==> config.mk <==
export PLATFORM = sky130hd
export DESIGN_NAME = l1_cache_sa
export DESIGN_NICKNAME = d
export VERILOG_FILES = /design/src/rtl/l1_cache_sa.sv
export SDC_FILE = /design/constraint.sdc
export NUM_CORES = 2
export LEC_CHECK = 0
export ABC_AREA = 1
export BUFFER_PORTS_ARGS = -buffer_cell sky130_fd_sc_hd__buf_2
export CAP_MARGIN = 5
export CORE_MARGIN = 2
export CORE_UTILIZATION = 25
export CTS_CLUSTER_DIAMETER = 200
export DETAILED_ROUTE_END_ITERATION = 6
export RECOVER_POWER = 50
export SYNTH_ARGS = -nofsm -noshare
export SYNTH_HDL_FRONTEND = slang
export SYNTH_SLANG_ARGS = --single-unit
export TNS_END_PERCENT = 30
==> constraint.sdc <==
create_clock -name clk -period 11.1 [get_ports clk]
set_input_delay 2.22 -clock clk [delete_from_list [all_inputs] [get_ports clk]]
set_output_delay 2.22 -clock clk [all_outputs]
set_load 0.02 [all_outputs]
==> src/rtl/l1_cache_sa.sv <==
// l1_cache_sa: parametrised set-associative L1 data cache.
// Write-back, write-allocate, pseudo-LRU replacement (1/2/4 ways).
// Word interface to the pipeline, 128-bit block interface to L2.
//
// Ports:
//   clk, proc_reset_n          clock (rising edge), async active-low reset
//   proc_read/proc_write       processor load/store request (both = store)
//   proc_addr[29:0]            word address, [1:0] = word within block
//   proc_wdata/proc_rdata      store data / load data (load data is combinational)
//   proc_stall                 processor holds its request while high
//   read/write                 L2 block read/write request
//   addr[29:0]                 L2 block address, [1:0] = 2'b00
//   wdata/rdata[127:0]         L2 write block / L2 read block
//   ready                      L2 completion pulse
//   hit_cnt/miss_cnt           performance counters (only with L1_PERF_CNT_EN)
//
// Optional feature macro: L1_PERF_CNT_EN adds the hit/miss counters.
module l1_cache_sa #(
   parameter int unsigned SET_BITS = 3,
   parameter int unsigned WAYS     = 2,
   parameter int unsigned TAGLEN   = 28 - SET_BITS,
   parameter int unsigned CNT_W    = 16
) (
   input  logic          clk,
   input  logic          proc_reset_n,
   input  logic          proc_read,
   input  logic          proc_write,
   input  logic [29:0]   proc_addr,
   input  logic [31:0]   proc_wdata,
   output logic [31:0]   proc_rdata,
   output logic          proc_stall,
   output logic          read,
   output logic          write,
   output logic [29:0]   addr,
   output logic [127:0]  wdata,
   input  logic [127:0]  rdata,
   input  logic          ready
`ifdef L1_PERF_CNT_EN
   ,
   output logic [CNT_W-1:0] hit_cnt,
   output logic [CNT_W-1:0] miss_cnt
`endif
);

   localparam int unsigned SETS  = 1 << SET_BITS;
   localparam int unsigned WAY_W = (WAYS > 1) ? $clog2(WAYS) : 1;

   // Reject unsupported configurations at elaboration.
   if (!(WAYS == 1 || WAYS == 2 || WAYS == 4) || CNT_W == 0 ||
       TAGLEN != 28 - SET_BITS) begin : g_bad_param
      $error("l1_cache_sa: illegal parameter combination");
   end

   typedef enum logic [1:0] {
      S_IDLE      = 2'd0,
      S_WRITEBACK = 2'd1,
      S_ALLOCATE  = 2'd2
   } state_t;

   state_t r_state;
   state_t w_next_state;

   // Storage: data/tag need no reset, control bits do.
   logic [127:0]      r_data  [SETS][WAYS];
   logic [TAGLEN-1:0] r_tag   [SETS][WAYS];
   logic [WAYS-1:0]   r_valid [SETS];
   logic [WAYS-1:0]   r_dirty [SETS];
   logic [2:0]        r_plru  [SETS];
   logic [WAY_W-1:0]  r_victim;

   logic [SET_BITS-1:0] w_index;
   logic [TAGLEN-1:0]   w_tag;
   logic [1:0]          w_word;
   logic                w_req;
   logic [WAYS-1:0]     w_hit_vec;
   logic [WAY_W-1:0]    w_hit_way;
   logic                w_hit;
   logic [WAY_W-1:0]    w_plru_way;
   logic [WAY_W-1:0]    w_victim_way;
   logic                w_found;
   logic                w_victim_dirty;
   logic                w_idle_hit;
   logic                w_idle_miss;
   logic                w_hit_store;
   logic                w_fill;

   assign w_index = proc_addr[SET_BITS+1:2];
   assign w_tag   = proc_addr[29:SET_BITS+2];
   assign w_word  = proc_addr[1:0];
   assign w_req   = proc_read | proc_write;

   // Mark 'way' most recently used; bits point at the less recent side.
   // 2 ways: bit0 = victim way. 4 ways: bit0 root (0 = left pair),
   // bit1 = victim within {0,1}, bit2 = victim within {2,3}.
   function automatic logic [2:0] plru_touch(input logic [2:0] cur,
                                             input logic [WAY_W-1:0] way);
      logic [2:0] nxt;
      nxt = cur;
      if (WAYS == 2) begin
         nxt[0] = ~way[0];
      end else if (WAYS == 4) begin
         if (!way[WAY_W-1]) begin
            nxt[0] = 1'b1;
            nxt[1] = ~way[0];
         end else begin
            nxt[0] = 1'b0;
            nxt[2] = ~way[0];
         end
      end
      return nxt;
   endfunction

   function automatic logic [127:0] merge_word(input logic [127:0] blk,
                                               input logic [1:0]   sel,
                                               input logic [31:0]  d);
      logic [127:0] res;
      res = blk;
      res[{sel, 5'b0} +: 32] = d;
      return res;
   endfunction

   // Tag compare across all ways of the indexed set.
   always_comb begin
      w_hit_vec = '0;
      w_hit_way = '0;
      for (int w = 0; w < int'(WAYS); w++) begin
         if (r_valid[w_index][w] && (r_tag[w_index][w] == w_tag)) begin
            w_hit_vec[w] = 1'b1;
            w_hit_way    = WAY_W'(w);
         end
      end
   end

   assign w_hit = |w_hit_vec;

   // Victim: lowest-index invalid way, otherwise the PLRU choice.
   always_comb begin
      w_plru_way = '0;
      if (WAYS == 2) begin
         w_plru_way = WAY_W'(r_plru[w_index][0]);
      end else if (WAYS == 4) begin
         if (r_plru[w_index][0]) begin
            w_plru_way = r_plru[w_index][2] ? WAY_W'(3) : WAY_W'(2);
         end else begin
            w_plru_way = r_plru[w_index][1] ? WAY_W'(1) : WAY_W'(0);
         end
      end
      w_victim_way = w_plru_way;
      w_found      = 1'b0;
      for (int w = 0; w < int'(WAYS); w++) begin
         if (!w_found && !r_valid[w_index][w]) begin
            w_victim_way = WAY_W'(w);
            w_found      = 1'b1;
         end
      end
   end

   assign w_victim_dirty = r_valid[w_index][w_victim_way] & r_dirty[w_index][w_victim_way];
   assign w_idle_hit     = (r_state == S_IDLE) && w_req && w_hit;
   assign w_idle_miss    = (r_state == S_IDLE) && w_req && !w_hit;
   assign w_hit_store    = w_idle_hit && proc_write;
   assign w_fill         = (r_state == S_ALLOCATE) && ready;

   // State register.
   always_ff @(posedge clk or negedge proc_reset_n) begin
      if (!proc_reset_n) begin
         r_state <= S_IDLE;
      end else begin
         r_state <= w_next_state;
      end
   end

   // Next-state logic.
   always_comb begin
      w_next_state = r_state;
      case (r_state)
         S_IDLE: begin
            if (w_idle_miss) begin
               w_next_state = w_victim_dirty ? S_WRITEBACK : S_ALLOCATE;
            end
         end
         S_WRITEBACK: begin
            if (ready) begin
               w_next_state = S_ALLOCATE;
            end
         end
         S_ALLOCATE: begin
            if (ready) begin
               w_next_state = S_IDLE;
            end
         end
         default: w_next_state = S_IDLE;
      endcase
   end

   // Outputs; reset forces everything low even while a miss is pending.
   always_comb begin
      proc_stall = 1'b0;
      proc_rdata = '0;
      read       = 1'b0;
      write      = 1'b0;
      addr       = '0;
      wdata      = '0;
      case (r_state)
         S_IDLE: begin
            if (w_req) begin
               if (w_hit) begin
                  if (!proc_write) begin
                     proc_rdata = r_data[w_index][w_hit_way][{w_word, 5'b0} +: 32];
                  end
               end else begin
                  proc_stall = 1'b1;
               end
            end
         end
         S_WRITEBACK: begin
            proc_stall = 1'b1;
            write      = 1'b1;
            addr       = {r_tag[w_index][r_victim], w_index, 2'b00};
            wdata      = r_data[w_index][r_victim];
         end
         S_ALLOCATE: begin
            if (ready) begin
               if (!proc_write) begin
                  proc_rdata = rdata[{w_word, 5'b0} +: 32];
               end
            end else begin
               proc_stall = 1'b1;
               read       = 1'b1;
               addr       = {proc_addr[29:2], 2'b00};
            end
         end
         default: ;
      endcase
      if (!proc_reset_n) begin
         proc_stall = 1'b0;
         proc_rdata = '0;
         read       = 1'b0;
         write      = 1'b0;
         addr       = '0;
         wdata      = '0;
      end
   end

   // Valid/dirty/PLRU bookkeeping and victim capture.
   always_ff @(posedge clk or negedge proc_reset_n) begin
      if (!proc_reset_n) begin
         for (int s = 0; s < int'(SETS); s++) begin
            r_valid[s] <= '0;
            r_dirty[s] <= '0;
            r_plru[s]  <= '0;
         end
         r_victim <= '0;
      end else begin
         if (w_idle_hit) begin
            r_plru[w_index] <= plru_touch(r_plru[w_index], w_hit_way);
            if (proc_write) begin
               r_dirty[w_index][w_hit_way] <= 1'b1;
            end
         end
         if (w_idle_miss) begin
            r_victim <= w_victim_way;
         end
         if ((r_state == S_WRITEBACK) && ready) begin
            r_dirty[w_index][r_victim] <= 1'b0;
         end
         if (w_fill) begin
            r_valid[w_index][r_victim] <= 1'b1;
            r_dirty[w_index][r_victim] <= proc_write;
            r_plru[w_index]            <= plru_touch(r_plru[w_index], r_victim);
         end
      end
   end

   // Data and tag arrays: store hits merge one word, refills write the block.
   always_ff @(posedge clk) begin
      if (w_hit_store) begin
         r_data[w_index][w_hit_way] <= merge_word(r_data[w_index][w_hit_way], w_word, proc_wdata);
      end
      if (w_fill) begin
         r_data[w_index][r_victim] <= proc_write ? merge_word(rdata, w_word, proc_wdata) : rdata;
         r_tag[w_index][r_victim]  <= w_tag;
      end
   end

`ifdef L1_PERF_CNT_EN
   logic [CNT_W-1:0] r_hit_cnt;
   logic [CNT_W-1:0] r_miss_cnt;

   // Free-running wrap-around counters of IDLE hits and detected misses.
   always_ff @(posedge clk or negedge proc_reset_n) begin
      if (!proc_reset_n) begin
         r_hit_cnt  <= '0;
         r_miss_cnt <= '0;
      end else begin
         if (w_idle_hit) begin
            r_hit_cnt <= r_hit_cnt + CNT_W'(1);
         end
         if (w_idle_miss) begin
            r_miss_cnt <= r_miss_cnt + CNT_W'(1);
         end
      end
   end

   assign hit_cnt  = r_hit_cnt;
   assign miss_cnt = r_miss_cnt;
`endif

endmodule

==> metrics.md <==
| Metric | Value |
|---|---|
| Commonest non-fill, non-tap cell in the layout | edfxtp_1 |
| Area growth, synth to finish | 16.29% |
| Yosys top cell area share | slightly below 70% |
| Tcrit/Tclk final | 95.07% |
| TritonCTS clock tree | built |
| Synth async-reset ratio | 1.726% |
| Critical path's largest stage delay | 1350 ps |
| CP Cell Sequence | buf_2 -> nor2_1 -> nand2_2 -> buf_4 -> o22ai_1 -> nor2_1 -> nand2_1 -> nand2_1 -> nor2_1 -> nand2_1 -> o21ai_2 -> nand2_2 -> nor2_4 -> nand3_1 -> a21oi_1 -> buf_2 |
| Critical path class | in2out |
| Post-synth EDFFs | 2448 |
| Clk sink count | between 2000 and 2500 |
| Hold WC Path Type | reg2reg |
| FMAX | ~95 MHz |
| Clock Skews | 143.5 ps |
| Total power divided by cell area | 186.1 nW/um^2 |
| Port bufs | a little under 400 |
| Num CTS Buffers | 245 |
| Hpwl dp | between 200000 and 300000 um |
| Yosys reg bits | between 2000 and 2500 |
| Nets | around 9500 |
| Final core occ | 29.19% |
| # H-tree levels | 4 |
| CP max FO | 27 |
| Distinct cells, synth | 46 |
| Drt first pass iters | 7 |
| Setup TNS | 0 ps |
| Skew-Pair Late Insertion Delay | 970 ps |
| RSZ-0062 raised after global routing | false |
| First-pass GRT wire length | ~580000 um |
| # DRC | 0 |
| Die Wd | 656.3 um |
| 1st-iter DRT viols | 11520 |
| Full die area | 430700 sq um |
| Max Buffers Root-to-Sink | 4 |
| WL final | 422900 um |
| Post-Syn Area per Cell | between 10 and 15 sq um |
| WP data required | approximately 8900 ps |
| I/O Pins | 388 |
| GRT Overall Usage | a little under a fifth |
| Biggest area consumer among synthesized cells | edfxtp_1 |
| Ys Warns | 0 |
| Crit end category | primary output |
| Slew headroom | -158.2% |
| Failing checks | capacitance limit, slew limit |
| Main synth FF type | edfxtp_1 |
| Max cap viols | 28 |
| Critical path launch point type | input port |
| Setup violations, final | 0 |
| Most frequent cells in the layout | 2448 x edfxtp_1, 2237 x nand2_1, 690 x o21ai_0 |
| Die height | 656.3 um |
| Number of global-route vias before repair | around 73000 |
| Initial Util | 25.10% |
| Clock-pin slew on the worst setup and hold paths | 60 ps |
| Final Slew Violations | 748 |
| Post-CTS resize count | 0 |
| # hold bufs at CTS | 0 |
| Peak supply drop | between 0.15 and 0.2 mV |
| Antenna violations before repair | 110 |
| Core area | 423700 sq um |
| Postcts setup bufs | 0 |
| Status | finished with violations |
| Rows | between 200 and 250 |
| Synthesized instance count | 9075 |
| Share of layout cells above drive strength 1 | 10.19% |
| Via Count | 79800 |
| Vias/cell | 5.169 |
| Final ANT Viol Nets | 0 |
| Sequential area share after synthesis | 70.12% |
| Final Hold Viols | 0 |
| Worst slew pin tran | just under 4000 ps |
| Tmin final | 10550 ps |
| Mapped cell area | 106400 sq um |
| Pin count of the biggest net entering global routing | 129 |
| Root Driver | clkbuf_16 |
| CP arrival | 8330 ps |
| Post-DR wirelength/cell | about 27 um |
| CP max stage cell | nor2_1 |
| Final GP Congestion | 0.9570 |
| Top post-synthesis cells by area | edfxtp_1 69%, nand2_1 7.9%, o21ai_0 3.1% |
| Aggregate global routing overflow | 0 |
| Leakage power | about 44 nW |
[cell families (layout without fill, tap and decap cells)]
group | count (synthesis) | after routing | synth area share [%]
simple gates | 3477 | 3477 | 13.79
flops | 2491 | 2491 | 70.12
compound gates | 1838 | 1838 | 11.23
buf+inv | 1250 | 1706 | 4.654
fa+ha+maj | 9 | 9 | 0.1059
mux | 7 | 7 | 0.07411
xor+xnor | 2 | 2 | 0.01647
other cells | 1 | 244 | 0.003525
[synth_stat cells (all sizes together), types with 5 or more instances]
| cell type | count |
|---|---|
| a31oi | 44 |
| clkinv | 6 |
| nor3 | 55 |
| o21ai | 714 |
| a22o | 198 |
| nand3b | 89 |
| mux2 | 7 |
| ha | 9 |
| o22ai | 25 |
| clkbuf | 344 |
| nand3 | 550 |
| dfrtp | 43 |
| nand4 | 166 |
| a21oi | 266 |
| o2bb2ai | 16 |
| inv | 656 |
| a22oi | 206 |
| a221oi | 309 |
| and3 | 5 |
| edfxtp | 2448 |
| o2111a | 6 |
| o211ai | 5 |
| o31ai | 39 |
| a211o | 5 |
| or2 | 21 |
| nor2 | 344 |
| nand2 | 2245 |
| buf | 244 |
[path summary, 6_finish.rpt]
check	startpoint	endpoint	slack [ps]	depth (start not counted)
setup / recovery	proc_addr[3]	proc_rdata[28]	550	16
hold / removal	r_valid[4]	r_valid[4]	460	2
setup reg to reg	r_state[0]	r_data[7][154]	3810	10
hold reg to reg	r_valid[4]	r_valid[4]	460	2
max in group asynchronous	proc_reset_n	r_victim	6570	2
min in group asynchronous	proc_reset_n	r_dirty[0]	2700	2
[where the power goes]
group          switching (mW)  internal [mW]  leakage (nW)
Clock                    3.68           4.79          3.92
Combinational            2.65          0.603          16.9
Sequential             0.0904           11.2          22.7
Total                    6.43           16.6          43.6
[metal layers]
metal / global-route usage [%] / up-vias / part of all wire [%]
li1: - / 33640 / -
met2: 28.66 / 5352 / 44
met4: 13.85 / 58 / 8.6
met1: 22.94 / 39560 / 37
met3: 4.604 / 1187 / 11
met5: 0 / - / 0.090
[registers in the layout (all words and copies together), names as in the netlist]
name / flops
r_tag: 400
r_data: 2048
r_plru: 8
r_victim: 1
r_dirty: 16
r_state: 2
r_valid: 16
[layout make-up]
| class | count | area (sq um) |
|---|---|---|
| timing repair buffer | 589 | 3759 |
| clock buffer | 289 | 6360 |
| antenna | 242 | 605.6 |
| tap | 5663 | 7086 |
| sequential | 2491 | 74590 |
| clock inverter | 166 | 1698 |
| multi-input combinational | 5335 | 27060 |
| fill | 43130 | 300000 |
| inverter | 662 | 2541 |
[worst max-delay path: cells and delay by family]
family / cells / cell delay, ps
buf+inv: 3 / 1090
compound gates: 3 / 1560
simple gates: 10 / 3370
[per-stage QoR]
step | instance area, sq um | worst slack (ps) | std cells | hold WS, ps | total power, mW
final | 123700 | 547.6 | 15440 | 455.7 | 23.02
after global routing | 123600 | 661.4 | 15410 | 490.7 | 23.61
after CTS | 123400 | 1623 | 15190 | 455.8 | 22.98
after detailed placement | 115300 | 1641 | 14740 | 440.4 | 14.65
after global placement | 115300 | 1665 | 14740 | 438.0 | 14.61
after floorplan | 106400 | 1117 | 9076 | 422.7 | 13.19
Power figures use the tool's default switching activity.
